### src/rtl/tile_match_ctrl_if.sv
// Tile RAM bus between the match controller and a dual-port tile memory.
// Ports A and B each carry an address, write data, a one-cycle write strobe,
// and read data that is valid one clock after the address is presented.
//   master : controller side (drives addr/wdata/we, samples rdata)
//   slave  : memory side    (samples addr/wdata/we, drives rdata)
interface tile_match_ctrl_if #(
  parameter int unsigned AW     = 4,
  parameter int unsigned TILE_W = 8
);
  logic [AW-1:0]     addr_a;
  logic [AW-1:0]     addr_b;
  logic [TILE_W-1:0] wdata_a;
  logic [TILE_W-1:0] wdata_b;
  logic              we_a;
  logic              we_b;
  logic [TILE_W-1:0] rdata_a;
  logic [TILE_W-1:0] rdata_b;

  modport master (
    output addr_a, addr_b, wdata_a, wdata_b, we_a, we_b,
    input  rdata_a, rdata_b
  );

  modport slave (
    input  addr_a, addr_b, wdata_a, wdata_b, we_a, we_b,
    output rdata_a, rdata_b
  );
endinterface

### src/rtl/tile_match_ctrl.sv
// Memory (pair matching) game controller over a COLS x ROWS tile RAM.
// Tile word: bit0 cursor, bit1 face-up, [TILE_W-1:2] symbol.
// Ports:
//   clk, resetn            clock, asynchronous active-low reset
//   game_on, quit          level controls; quit or !game_on returns to IDLE
//   btn_up..btn_select     raw button levels, rising edges detected here
//   ram (master)           dual-port tile RAM bus (addr/wdata/we out, rdata in)
//   moves, matched         completed pair attempts (saturating), pairs found
//   game_over, state       DONE indicator, debug state encoding
// Build option: define CURSOR_WRAP_EN to make the cursor wrap at grid edges;
// otherwise a move off the grid edge is ignored.
// RAM bus outputs are decoded from registered state plus rdata, because the
// read-modify-write steps must write in the cycle their read data returns.
module tile_match_ctrl #(
  parameter int unsigned COLS     = 4,
  parameter int unsigned ROWS     = 4,
  parameter int unsigned TILE_W   = 8,
  parameter int unsigned HOLD_CYC = 100000000,
  localparam int unsigned AW      = $clog2(COLS * ROWS)
) (
  input  logic                clk,
  input  logic                resetn,
  input  logic                game_on,
  input  logic                quit,
  input  logic                btn_up,
  input  logic                btn_down,
  input  logic                btn_left,
  input  logic                btn_right,
  input  logic                btn_select,
  tile_match_ctrl_if.master   ram,
  output logic [7:0]          moves,
  output logic [AW-1:0]       matched,
  output logic                game_over,
  output logic [2:0]          state
);
  localparam int unsigned CW    = $clog2(COLS);
  localparam int unsigned RW    = $clog2(ROWS);
  localparam int unsigned SW    = TILE_W - 2;
  localparam int unsigned PAIRS = COLS * ROWS / 2;
  localparam int unsigned HCW   = $clog2(HOLD_CYC + 1);

  typedef enum logic [2:0] {
    S_IDLE    = 3'd0,
    S_SELECT  = 3'd1,
    S_MOVE    = 3'd2,
    S_FLIP_RD = 3'd3,
    S_FLIP_WR = 3'd4,
    S_HOLD    = 3'd5,
    S_COMPARE = 3'd6,
    S_DONE    = 3'd7
  } state_t;

  state_t          r_state, w_state_nxt;
  logic [RW-1:0]   r_row, w_row_nxt, r_nrow, w_nrow_nxt;
  logic [CW-1:0]   r_col, w_col_nxt, r_ncol, w_ncol_nxt;
  logic            r_ph, w_ph_nxt;
  logic [7:0]      r_moves, w_moves_nxt;
  logic [AW-1:0]   r_matched, w_matched_nxt;
  logic [1:0]      r_picks, w_picks_nxt;
  logic [SW-1:0]   r_sym1, w_sym1_nxt, r_sym2, w_sym2_nxt;
  logic [AW-1:0]   r_loc1, w_loc1_nxt, r_loc2, w_loc2_nxt;
  logic [HCW-1:0]  r_hold, w_hold_nxt;
  logic [4:0]      r_btn_q;
  logic            r_game_over;
  logic [4:0]      w_btn, w_edge;
  logic            w_abort, w_mv;
  logic [AW-1:0]   w_cur, w_new;

  // Button order {select, right, left, down, up}; lower index wins among directions
  assign w_btn   = {btn_select, btn_right, btn_left, btn_down, btn_up};
  assign w_edge  = w_btn & ~r_btn_q;
  assign w_abort = quit | ~game_on;
  assign w_cur   = AW'(r_row) * AW'(COLS) + AW'(r_col);
  assign w_new   = AW'(r_nrow) * AW'(COLS) + AW'(r_ncol);

  // State and datapath registers
  always_ff @(posedge clk or negedge resetn) begin
    if (!resetn) begin
      r_state     <= S_IDLE;
      r_row       <= '0;
      r_col       <= '0;
      r_nrow      <= '0;
      r_ncol      <= '0;
      r_ph        <= 1'b0;
      r_moves     <= '0;
      r_matched   <= '0;
      r_picks     <= '0;
      r_sym1      <= '0;
      r_sym2      <= '0;
      r_loc1      <= '0;
      r_loc2      <= '0;
      r_hold      <= '0;
      r_btn_q     <= '0;
      r_game_over <= 1'b0;
    end else begin
      r_state     <= w_state_nxt;
      r_row       <= w_row_nxt;
      r_col       <= w_col_nxt;
      r_nrow      <= w_nrow_nxt;
      r_ncol      <= w_ncol_nxt;
      r_ph        <= w_ph_nxt;
      r_moves     <= w_moves_nxt;
      r_matched   <= w_matched_nxt;
      r_picks     <= w_picks_nxt;
      r_sym1      <= w_sym1_nxt;
      r_sym2      <= w_sym2_nxt;
      r_loc1      <= w_loc1_nxt;
      r_loc2      <= w_loc2_nxt;
      r_hold      <= w_hold_nxt;
      r_btn_q     <= w_btn;
      r_game_over <= (w_state_nxt == S_DONE);
    end
  end

  // Next-state, datapath updates and RAM bus decode
  always_comb begin
    w_state_nxt   = r_state;
    w_row_nxt     = r_row;
    w_col_nxt     = r_col;
    w_nrow_nxt    = r_nrow;
    w_ncol_nxt    = r_ncol;
    w_ph_nxt      = r_ph;
    w_moves_nxt   = r_moves;
    w_matched_nxt = r_matched;
    w_picks_nxt   = r_picks;
    w_sym1_nxt    = r_sym1;
    w_sym2_nxt    = r_sym2;
    w_loc1_nxt    = r_loc1;
    w_loc2_nxt    = r_loc2;
    w_hold_nxt    = r_hold;
    w_mv          = 1'b0;
    ram.addr_a    = '0;
    ram.addr_b    = '0;
    ram.wdata_a   = '0;
    ram.wdata_b   = '0;
    ram.we_a      = 1'b0;
    ram.we_b      = 1'b0;

    if (w_abort) begin
      w_state_nxt = S_IDLE;
    end else begin
      case (r_state)
        S_IDLE: begin
          w_state_nxt   = S_SELECT;
          w_moves_nxt   = '0;
          w_matched_nxt = '0;
          w_row_nxt     = '0;
          w_col_nxt     = '0;
          w_picks_nxt   = '0;
        end
        S_SELECT: begin
          w_nrow_nxt = r_row;
          w_ncol_nxt = r_col;
          // Any direction edge consumes the cycle, even if blocked at the edge
          if (w_edge[0]) begin
            if (r_row != '0) begin
              w_nrow_nxt = r_row - RW'(1);
              w_mv       = 1'b1;
            end
`ifdef CURSOR_WRAP_EN
            else begin
              w_nrow_nxt = RW'(ROWS - 1);
              w_mv       = 1'b1;
            end
`endif
          end else if (w_edge[1]) begin
            if (r_row != RW'(ROWS - 1)) begin
              w_nrow_nxt = r_row + RW'(1);
              w_mv       = 1'b1;
            end
`ifdef CURSOR_WRAP_EN
            else begin
              w_nrow_nxt = '0;
              w_mv       = 1'b1;
            end
`endif
          end else if (w_edge[2]) begin
            if (r_col != '0) begin
              w_ncol_nxt = r_col - CW'(1);
              w_mv       = 1'b1;
            end
`ifdef CURSOR_WRAP_EN
            else begin
              w_ncol_nxt = CW'(COLS - 1);
              w_mv       = 1'b1;
            end
`endif
          end else if (w_edge[3]) begin
            if (r_col != CW'(COLS - 1)) begin
              w_ncol_nxt = r_col + CW'(1);
              w_mv       = 1'b1;
            end
`ifdef CURSOR_WRAP_EN
            else begin
              w_ncol_nxt = '0;
              w_mv       = 1'b1;
            end
`endif
          end else if (w_edge[4]) begin
            w_state_nxt = S_FLIP_RD;
          end
          if (w_mv) begin
            w_state_nxt = S_MOVE;
            w_ph_nxt    = 1'b0;
          end
        end
        S_MOVE: begin
          ram.addr_a = w_cur;
          ram.addr_b = w_new;
          if (!r_ph) begin
            w_ph_nxt = 1'b1;
          end else begin
            // Read data for both tiles is back: move the cursor bit
            ram.we_a    = 1'b1;
            ram.we_b    = 1'b1;
            ram.wdata_a = ram.rdata_a & ~TILE_W'(1);
            ram.wdata_b = ram.rdata_b | TILE_W'(1);
            w_row_nxt   = r_nrow;
            w_col_nxt   = r_ncol;
            w_state_nxt = S_SELECT;
          end
        end
        S_FLIP_RD: begin
          ram.addr_a  = w_cur;
          w_state_nxt = S_FLIP_WR;
        end
        S_FLIP_WR: begin
          ram.addr_a  = w_cur;
          w_state_nxt = S_SELECT;
          if (!ram.rdata_a[1] && !(r_picks == 2'd1 && w_cur == r_loc1)) begin
            ram.we_a    = 1'b1;
            ram.wdata_a = ram.rdata_a | TILE_W'(2);
            if (r_picks == 2'd0) begin
              w_sym1_nxt  = ram.rdata_a[TILE_W-1:2];
              w_loc1_nxt  = w_cur;
              w_picks_nxt = 2'd1;
            end else begin
              w_sym2_nxt  = ram.rdata_a[TILE_W-1:2];
              w_loc2_nxt  = w_cur;
              w_picks_nxt = 2'd2;
              w_hold_nxt  = '0;
              w_state_nxt = S_HOLD;
            end
          end
        end
        S_HOLD: begin
          if (r_hold == HCW'(HOLD_CYC - 1)) begin
            w_state_nxt = S_COMPARE;
          end else begin
            w_hold_nxt = r_hold + HCW'(1);
          end
        end
        S_COMPARE: begin
          w_moves_nxt = (r_moves == 8'hFF) ? r_moves : r_moves + 8'd1;
          w_picks_nxt = '0;
          w_state_nxt = S_SELECT;
          if (r_sym1 == r_sym2) begin
            w_matched_nxt = r_matched + AW'(1);
            if (w_matched_nxt == AW'(PAIRS)) begin
              w_state_nxt = S_DONE;
            end
          end else begin
            // Tile words rebuilt from latched symbols: face-down, cursor kept
            ram.addr_a  = r_loc1;
            ram.addr_b  = r_loc2;
            ram.we_a    = 1'b1;
            ram.we_b    = 1'b1;
            ram.wdata_a = {r_sym1, 1'b0, (r_loc1 == w_cur)};
            ram.wdata_b = {r_sym2, 1'b0, (r_loc2 == w_cur)};
          end
        end
        S_DONE: begin
          w_state_nxt = S_DONE;
        end
        default: begin
          w_state_nxt = S_IDLE;
        end
      endcase
    end
  end

  assign moves     = r_moves;
  assign matched   = r_matched;
  assign game_over = r_game_over;
  assign state     = r_state;
endmodule

### src/flat_wrapper.sv
// flat-port wrapper written by rule: the top's interface ports become plain ports
module tile_match_ctrl_flat 
#(
  parameter int unsigned COLS     = 4,
  parameter int unsigned ROWS     = 4,
  parameter int unsigned TILE_W   = 8,
  parameter int unsigned HOLD_CYC = 100000000,
  localparam int unsigned AW      = $clog2(COLS * ROWS)
)
  (clk, resetn, game_on, quit, btn_up, btn_down, btn_left, btn_right, btn_select, moves, matched, game_over, state, ram_addr_a, ram_addr_b, ram_wdata_a, ram_wdata_b, ram_we_a, ram_we_b, ram_rdata_a, ram_rdata_b);
  tile_match_ctrl_if #(.TILE_W(TILE_W)) ram_i ();
  input  logic clk;
  input  logic resetn;
  input  logic game_on;
  input  logic quit;
  input  logic btn_up;
  input  logic btn_down;
  input  logic btn_left;
  input  logic btn_right;
  input  logic btn_select;
  output logic [7:0] moves;
  output logic [AW-1:0] matched;
  output logic game_over;
  output logic [2:0] state;
  output wire logic [$bits(ram_i.addr_a)-1:0] ram_addr_a;
  output wire logic [$bits(ram_i.addr_b)-1:0] ram_addr_b;
  output wire logic [$bits(ram_i.wdata_a)-1:0] ram_wdata_a;
  output wire logic [$bits(ram_i.wdata_b)-1:0] ram_wdata_b;
  output wire logic [$bits(ram_i.we_a)-1:0] ram_we_a;
  output wire logic [$bits(ram_i.we_b)-1:0] ram_we_b;
  input wire logic [$bits(ram_i.rdata_a)-1:0] ram_rdata_a;
  input wire logic [$bits(ram_i.rdata_b)-1:0] ram_rdata_b;
  assign ram_addr_a = ram_i.addr_a;
  assign ram_addr_b = ram_i.addr_b;
  assign ram_wdata_a = ram_i.wdata_a;
  assign ram_wdata_b = ram_i.wdata_b;
  assign ram_we_a = ram_i.we_a;
  assign ram_we_b = ram_i.we_b;
  assign ram_i.rdata_a = ram_rdata_a;
  assign ram_i.rdata_b = ram_rdata_b;
  tile_match_ctrl #(.COLS(COLS), .ROWS(ROWS), .TILE_W(TILE_W), .HOLD_CYC(HOLD_CYC)) u_core (.clk(clk), .resetn(resetn), .game_on(game_on), .quit(quit), .btn_up(btn_up), .btn_down(btn_down), .btn_left(btn_left), .btn_right(btn_right), .btn_select(btn_select), .ram(ram_i), .moves(moves), .matched(matched), .game_over(game_over), .state(state));
endmodule
### config.mk
export PLATFORM = sky130hd
export DESIGN_NAME = tile_match_ctrl_flat
export DESIGN_NICKNAME = d
export VERILOG_FILES = /design/src/rtl/tile_match_ctrl_if.sv /design/src/rtl/tile_match_ctrl.sv /design/src/flat_wrapper.sv
export SDC_FILE = /design/constraint.sdc
export NUM_CORES = 1
export LEC_CHECK = 0
export CELL_PAD_IN_SITES_DETAIL_PLACEMENT = 0
export CELL_PAD_IN_SITES_GLOBAL_PLACEMENT = 1
export CORE_MARGIN = 3
export CORE_UTILIZATION = 40
export CTS_CLUSTER_DIAMETER = 200
export DETAILED_ROUTE_END_ITERATION = 16
export PLACE_DENSITY = 0.82
export SKIP_CTS_REPAIR_TIMING = 1
export SLEW_MARGIN = 20
export SYNTH_ARGS = -nofsm -noshare
export SYNTH_HDL_FRONTEND = slang
export SYNTH_SLANG_ARGS = --single-unit
### constraint.sdc
create_clock -name clk -period 6.84 [get_ports clk]
set_clock_uncertainty 0.05 [all_clocks]
set_input_delay 2.052 -clock clk [delete_from_list [all_inputs] [get_ports clk]]
set_output_delay 2.052 -clock clk [all_outputs]
set_load 0.01 [all_outputs]
==> results of run 1 <==
==> flip-flops by register name (all words and copies together) (netlist names), 3 cells and up <==
register	count
u_core.r_loc2	4
u_core.state	3
u_core.matched	4
u_core.r_btn_q	5
u_core.r_sym2	6
u_core.r_sym1	6
u_core.r_hold	27
u_core.moves	8
u_core.r_loc1	4
==> worst min-delay path, delay by kind of cell, from the launching register on <==
kind               cells  cell delay [ns]
AOI/OAI and AO/OA      1             0.06
and+or+nand+nor        1             0.05
DFF                    1             0.38
==> layer usage <==
| metal | track usage (%) | share of wire [%] |
|---|---|---|
| met3 | 4.57 | 5.3 |
| met2 | 27.3 | 45 |
| met4 | 3.65 | 0.82 |
| met5 | 0 | 0 |
| met1 | 25.1 | 49 |
==> synthesized netlist by cell type (11+ instances only) <==
| library cell | count |
|---|---|
| dfrtp_1 | 79 |
| nor2_1 | 54 |
| nand2_1 | 47 |
| o21ai_0 | 40 |
| xnor2_1 | 24 |
| nand3_1 | 23 |
| a21oi_1 | 17 |
| a22oi_1 | 16 |
| mux2_2 | 16 |
| nor3_1 | 14 |
| clkbuf_1 | 11 |
| nand4_1 | 11 |
==> power groups by stage <==
stage,sequential [W],combinational (W),clock [W]
floorplan,0.000488,0.0000255,0
global placement,0.000492,0.0000558,0
detailed placement,0.000492,0.0000564,0
CTS,0.000482,0.0000567,0.000363
global route,0.000484,0.0000628,0.000380
finish,0.000482,0.0000557,0.000352
==> final cells by class <==
type / instances / share of cell area (%)
sequential: 79 / 36.3
inverter: 8 / 0.551
timing repair buffer: 71 / 12.8
clock inverter: 5 / 1.03
clock buffer: 11 / 2.59
tap: 140 / 3.21
multi-input combinational: 377 / 43.5
==> metrics by stage <==
stage                     total power [W]  hold slack [ns]  utilization, %  worst slack [ns]  area [µm²]
final                            0.000890            0.475            50.0             0.414        5450
after global placement           0.000547            0.456            48.2             0.421        5250
after global routing             0.000927            0.515            50.0             0.262        5450
after detailed placement         0.000548            0.453            48.2             0.437        5250
after CTS                        0.000902            0.474            50.0             0.405        5450
after floorplan                  0.000513            0.422               -              1.41        4490
==> final timing paths <==
kind                       slack, ns                    startpoint                       endpoint
min                             0.47  u_core.r_ncol[1]$_DFFE_PN0P_   u_core.r_ncol[1]$_DFFE_PN0P_
min in group asynchronous       1.70                        resetn   u_core.r_hold[8]$_DFFE_PN0P_
max in group asynchronous       4.56                        resetn  u_core.matched[3]$_DFFE_PN0P_
max                             0.41                          quit                 ram_wdata_a[6]
max reg2reg                     4.08     u_core.state[2]$_DFF_PN0_   u_core.r_sym2[4]$_DFFE_PN0P_
min reg2reg                     0.47  u_core.r_ncol[1]$_DFFE_PN0P_   u_core.r_ncol[1]$_DFFE_PN0P_
==> cells by family (layout without fill, tap and decap cells) <==
| kind of cell | after synthesis | in the layout | synth area share (%) |
|---|---|---|---|
| and+or+nand+nor | 208 | 208 | 24.1 |
| AOI/OAI and AO/OA | 120 | 120 | 18.0 |
| xor gates and xnor gates | 29 | 29 | 5.66 |
| DFF | 79 | 79 | 44.1 |
| buffers and inverters | 30 | 95 | 3.07 |
| adders and majority gates | 4 | 4 | 1.12 |
| muxes | 16 | 16 | 4.02 |
==> flow_summary.toml, run 1 <==
[status]
outcome = "finished clean"

[finish]
drive_gt1_share_pct = 9.80
final_cells = 691
area_growth_syn_to_layout_pct = 21.4
fin_nets = 575
n_antenna_cell = 0
nFillCells = 1036
multi_input_area_um2 = 2370
layout_commonest_cell = "dfrtp_1"
final_cell_mix = "dfrtp_1, clkdlybuf4s50_1, nor2_1"
regArea_um2 = 1980

[synthesis]
synth-seq-cells = 79
syn_area_um2 = 4490
yosys-top-cells-area = "dfrtp_1, xnor2_1, nor2_1"
synth_cells = 486
async_flop_share_pct = 100
yosysWarningCount = 0
ys_seq_area_share_pct = 44.1
synth_top_area_share_pct = 44.1
synth.largest_area_cell = "dfrtp_1"
synth_edf_count = 0
syn_nets = 515
synth.avg_cell_area_um2 = 9.23
yosys_most_used_dff = "dfrtp_1"
ys_types = 64

[setup_path]
critPathSlowestCell = "clkdlybuf4s50_1"
end_kind = "output pin"
path_cells = "clkdlybuf4s50_1, nand2b_1, nor3_1, and2_0, a22o_1, clkdlybuf4s50_1"
path_depth = 6
worstPathArrival_ns = 4.32
required_ns = 4.74
crit_path_max_incr_delay_ns = 0.54
cp-start-kind = "input pin"
crit_fanout = 7
cpLargestDelayFamily = "simple AND/OR/NAND/NOR gates"
crit_type = "input pin to output pin"
worstRegToRegCells = 5
critPathBufInv = 2
crit_top_cell = "clkdlybuf4s50_1"

[clock_tree]
root_buffer = "clkbuf_8"
clkTransAtPathRegs_ns = 0.09
insertion_delay_ns = 0.35
clock_sinks = 79
cts_buffers = 9
cts_tree = "built"
cts.path.max_buffers = 2
htreeDepth = 3

[power]
power_density_nw_per_um2 = 163
p_comb_share_pct = 6.3
p_int_w = 0.000677
irDropWorstVdd_v = 0.0000988
p_leak_nw = 2.16
pwr-share-clk_pct = 39.5
power.switching_w = 0.000213
swShare_pct = 23.9
p_seq_share_pct = 54.2

[drt]
wirelength_um = 10900
ant_nets = 0
drcViolationCount = 0
wl_per_cell_um = 15.7
drt-initial-drc-count = 224
dr.pass1.iters = 4
vias = 3862
vias_per_cell = 5.59

[floorplan]
fp-row-count = 38
dieArea_um2 = 12500
die_w_um = 112
start_util_pct = 41.2
die_y_um = 112
core_area_um2 = 10900
num_io_pins = 67

[timing]
max_slew_margin_pct = 44.9
fin_tns_setup_ns = 0
rsz0062_at_grt = "false"
min_period_ns = 6.43
setup_viol = 0
tightestPinTransition_ns = 0.821
hold_viol_final = 0
fmax_ghz = 0.156
drv_slew = 0
finalCritPeriodShare_pct = 93.9

[grt]
grt-ovfl-total = 0
grt_start_max_net_pins = 80
antenna_found_initial = 0
groute.usage.overall_pct = 17.6
grt_pass1_wl_um = 18200
grt_pass1_vias = 3633

[hold_path]
hp-class = "register to register"
min_path_cells = 2

[placement]
place_hpwl_um = 7710
gp_congestion = 0.821
numPortBuffers = 65
dp_cells = 675

[run]
maxCapViolCount = 0
Power figures use the tool's default switching activity.
==> inputs of run 2 (changes only) <==
Settings changed: CORE_ASPECT_RATIO set to 0.7, SLEW_MARGIN 20 to 0.
==> flow_summary.toml, run 2 (synthesis results as in run 1) <==
[floorplan]
num_io_pins = 67
dieArea_um2 = 12500
die_w_um = 133
die_y_um = 94.6
fp-row-count = 31
start_util_pct = 42.2
core_area_um2 = 10600

[power]
p_leak_nw = 2.20
power.switching_w = 0.000229
p_total_w = 0.00101
p_comb_share_pct = 5.5
p_seq_share_pct = 47.9
swShare_pct = 22.7
p_int_w = 0.000780
irDropWorstVdd_v = 0.000107
pwr-share-clk_pct = 46.6
power_density_nw_per_um2 = 182

[grt]
grt_pass1_wl_um = 19100
grt_start_max_net_pins = 80
groute.usage.overall_pct = 18.7
grt_pass1_vias = 3774
grt-ovfl-total = 0
antenna_found_initial = 0

[finish]
drive_gt1_share_pct = 9.80
regArea_um2 = 1980
largest-register = "u_core.r_hold"
final_cell_mix = "dfrtp_1, clkdlybuf4s50_1, nor2_1"
final_cells = 699
layout_commonest_cell = "dfrtp_1"
fin_nets = 575
nFillCells = 982
largest_register_ffs = 27
n_antenna_cell = 0
multi_input_area_um2 = 2370
area_growth_syn_to_layout_pct = 23.6
post-route-util_pct = 52.2

[clock_tree]
clkTransAtPathRegs_ns = 0.06
insertion_delay_ns = 0.34
cts_buffers = 9
root_buffer = "clkbuf_16"
cts_tree = "built"
htreeDepth = 3
cts.path.max_buffers = 2
clock_sinks = 79

[setup_path]
cp-start-kind = "input pin"
end_kind = "output pin"
crit_type = "input pin to output pin"
required_ns = 4.74
worstPathArrival_ns = 4.26
crit_fanout = 8

[timing]
rsz0062_at_grt = "false"
fmax_ghz = 0.157
fin_tns_setup_ns = 0
hold_viol_final = 0
max_slew_margin_pct = 33.1
tightestPinTransition_ns = 1.00
setup_viol = 0
min_period_ns = 6.36
finalCritPeriodShare_pct = 93.0
drv_slew = 0

[placement]
gp_congestion = 0.801
dp_cells = 683
place_hpwl_um = 8120
numPortBuffers = 65

[drt]
wirelength_um = 11300
drt-initial-drc-count = 286
ant_nets = 0
drcViolationCount = 0
dr.pass1.iters = 5
wl_per_cell_um = 16.2
vias_per_cell = 5.64
vias = 3944

[run]
maxCapViolCount = 0

[status]
outcome = "finished clean"

[hold_path]
hp-class = "register to register"
run 2: power groups by stage:
stage / clock network, W / registers (W) / logic [W]
after floorplan: 0 / 0.000488 / 0.0000255
after global placement: 0 / 0.000492 / 0.0000552
after detailed placement: 0 / 0.000492 / 0.0000564
after CTS: 0.000477 / 0.000483 / 0.0000566
after global routing: 0.000498 / 0.000484 / 0.0000628
final: 0.000470 / 0.000483 / 0.0000556
run 2: cell type report:
| class | instances | share of cell area (%) |
|---|---|---|
| sequential | 79 | 35.6 |
| clock inverter | 6 | 1.11 |
| clock buffer | 10 | 4.13 |
| tap | 148 | 3.34 |
| timing repair buffer | 71 | 12.5 |
| multi-input combinational | 377 | 42.8 |
| inverter | 8 | 0.541 |
run 2: worst max-delay path, stage by stage:
cell and delay (ns):
clkdlybuf4s50_1 0.42, or3_1 0.44, a21oi_1 0.25, o21a_1 0.34, a22o_1 0.21, clkdlybuf4s50_1 0.54
run 2: final timing paths:
kind	startpoint	to	slack (ns)	depth (start not counted)
hold / removal	u_core.moves[4]$_DFFE_PN0P_	u_core.moves[4]$_DFFE_PN0P_	0.47	1
hold reg to reg	u_core.moves[4]$_DFFE_PN0P_	u_core.moves[4]$_DFFE_PN0P_	0.47	1
setup reg to reg	u_core.state[2]$_DFF_PN0_	u_core.r_loc2[1]$_DFFE_PN0P_	4.34	5
max in group asynchronous	resetn	u_core.r_btn_q[3]$_DFF_PN0_	4.26	1
min in group asynchronous	resetn	u_core.r_hold[23]$_DFFE_PN0P_	1.84	1
setup / recovery	ram_rdata_a[1]	ram_wdata_a[3]	0.48	6
run 2: per-layer routing:
metal  vias to the layer above  part of all wire (%)  routed length [µm]  GRT usage [%]
li1                       1889                     -                   -              -
met1                      1964                    50                5650           27.0
met2                        81                    45                5080           29.1
met3                        10                   4.2                 470           3.78
met4                         0                  0.92                 104           4.15
met5                         -                     0                   0              0
run 2: stage by stage:
stage               hold slack (ns)  area, µm²  setup slack [ns]
detailed placement            0.461       5260             0.480
floorplan                     0.422       4490              1.41
CTS                           0.466       5550             0.483
finish                        0.467       5550             0.477
global placement              0.456       5260             0.502
global route                  0.508       5550             0.347
==> inputs of run 3 (changes only) <==
Settings changed: CELL_PAD_IN_SITES_DETAIL_PLACEMENT 0 to unset, CELL_PAD_IN_SITES_GLOBAL_PLACEMENT 1 to unset, GPL_TIMING_DRIVEN set to 0, PLACE_DENSITY 0.82 to 0.66.
==> flow_summary.toml, run 3 (synthesis results as in run 1) <==
[finish]
final_cells = 716
drive_gt1_share_pct = 10.9
final_cell_mix = "dfrtp_1, clkdlybuf4s50_1, nor2_1"
fin_nets = 592
layout_commonest_cell = "dfrtp_1"
final_area_um2 = 5650
largest_register_ffs = 27
area_growth_syn_to_layout_pct = 26.0
largest-register = "u_core.r_hold"
n_antenna_cell = 0

[power]
swShare_pct = 23.6
irDropWorstVdd_v = 0.000123
power.switching_w = 0.000245
p_leak_nw = 2.25
pwr-share-clk_pct = 47.9
p_seq_share_pct = 46.2
p_int_w = 0.000794
p_comb_share_pct = 5.8
power_density_nw_per_um2 = 184

[timing]
hold_viol_final = 0
fin_tns_setup_ns = 0
max_slew_margin_pct = 44.9
fmax_ghz = 0.152
min_period_ns = 6.59
tightestPinTransition_ns = 0.820
rsz0062_at_grt = "false"
setup_viol = 0
drv_slew = 0
finalCritPeriodShare_pct = 96.4

[setup_path]
cp-start-kind = "input pin"
end_kind = "output pin"
critPathSlowestCell = "clkdlybuf4s50_1"
worstSetupStartpoint = "ram_rdata_a[1]"
crit_type = "input pin to output pin"
path_cells = "clkdlybuf4s50_1, or3_1, a21oi_1, o21a_1, a22o_1, clkdlybuf4s50_1"
crit_fanout = 8
crit_top_cell = "clkdlybuf4s50_1"
crit_path_max_incr_delay_ns = 0.56
required_ns = 4.74
worstPathArrival_ns = 4.49
regToRegStartpoint = "u_core.r_col[1]$_DFFE_PN0P_"

[placement]
numPortBuffers = 65
place_hpwl_um = 8710
gp_congestion = 0.864
dp_cells = 700
place_area_um2 = 5340

[floorplan]
num_io_pins = 67
fp-row-count = 31
dieArea_um2 = 12500
core_area_um2 = 10600
die_y_um = 94.6
die_w_um = 133
start_util_pct = 42.2

[drt]
wl_per_cell_um = 16.6
vias_per_cell = 5.68
vias = 4070
dr.pass1.iters = 5
drt-initial-drc-count = 293
wirelength_um = 11900
drcViolationCount = 0
ant_nets = 0

[grt]
grt_pass1_vias = 3853
antenna_found_initial = 0
grt_start_max_net_pins = 43
groute.usage.overall_pct = 19.5
grt_pass1_wl_um = 19700
grt-ovfl-total = 0

[clock_tree]
cts_buffers = 9
cts_tree = "built"
htreeDepth = 3
insertion_delay_ns = 0.34
clkTransAtPathRegs_ns = 0.06
cts.path.max_buffers = 2
root_buffer = "clkbuf_16"
clock_sinks = 79

[hold_path]
hold_start = "u_core.r_nrow[1]$_DFFE_PN0P_"
hp-class = "register to register"

[run]
maxCapViolCount = 0

[status]
outcome = "finished clean"
run 3: changes by cell type in the layout (fill, tap and decap cells not counted), moves of 2 or more:
cell        delta
buf_2          +8
buf_4          -6
buf_6          +2
clkbuf_1       +9
clkinv_2       -3
clkinvlp_4     +3
run 3: worst paths after layout:
path / to / slack, ns / cells past startpoint
worst max-delay path: ram_wdata_a[6] / 0.25 / 6
worst min-delay path: u_core.r_nrow[1]$_DFFE_PN0P_ / 0.47 / 2
worst max register to register: u_core.r_hold[2]$_DFFE_PN0P_ / 4.21 / 8
worst min register to register: u_core.r_nrow[1]$_DFFE_PN0P_ / 0.47 / 2
max in group asynchronous: u_core.r_btn_q[4]$_DFF_PN0_ / 4.51 / 2
min in group asynchronous: u_core.matched[2]$_DFFE_PN0P_ / 1.63 / 1
run 3: power groups by stage:
stage	sequential (W)	combinational (W)	clock, W
final	0.000480	0.0000606	0.000498
after CTS	0.000480	0.0000611	0.000507
after detailed placement	0.000489	0.0000608	0
after global routing	0.000481	0.0000683	0.000525
after global placement	0.000489	0.0000586	0
after floorplan	0.000488	0.0000255	0
run 3: stage by stage:
stage          hold slack [ns]  util (%)  power [W]  worst slack (ns)
4_1_cts                  0.461      53.1    0.00105            0.0821
3_3_place_gp             0.446      50.1   0.000548            0.0737
2_1_floorplan            0.422         -   0.000513              1.41
6_report                 0.471      53.2    0.00104             0.248
3_5_place_dp             0.446      50.2   0.000550            0.0780
5_1_grt                  0.499      53.2    0.00107            0.0351
run 3: cell type report:
type	instances	area, µm²
flip-flops and latches	79	1980
inverters	8	30.0
plain buffers	22	109
well taps	148	185
clock buffers	10	239
repair buffers	66	668
fillers	986	4970
clock inverters	6	68.8
multi-input cells	377	2380
run 3: layer usage:
metal  vias to the layer above  part of all wire [%]  GRT usage, %
met1                      2022                    49          28.5
met3                        11                   5.0          5.54
met5                         -                     0             0
met2                       106                    45          28.9
met4                         0                  0.91          4.24
li1                       1931                     -             -
run 3: critical path, delay by kind of cell:
kind | cells | cell delay [ns]
AO/OA/AOI/OAI | 3 | 0.83
buffers and inverters | 2 | 1.10
AND/OR/NAND/NOR | 1 | 0.51
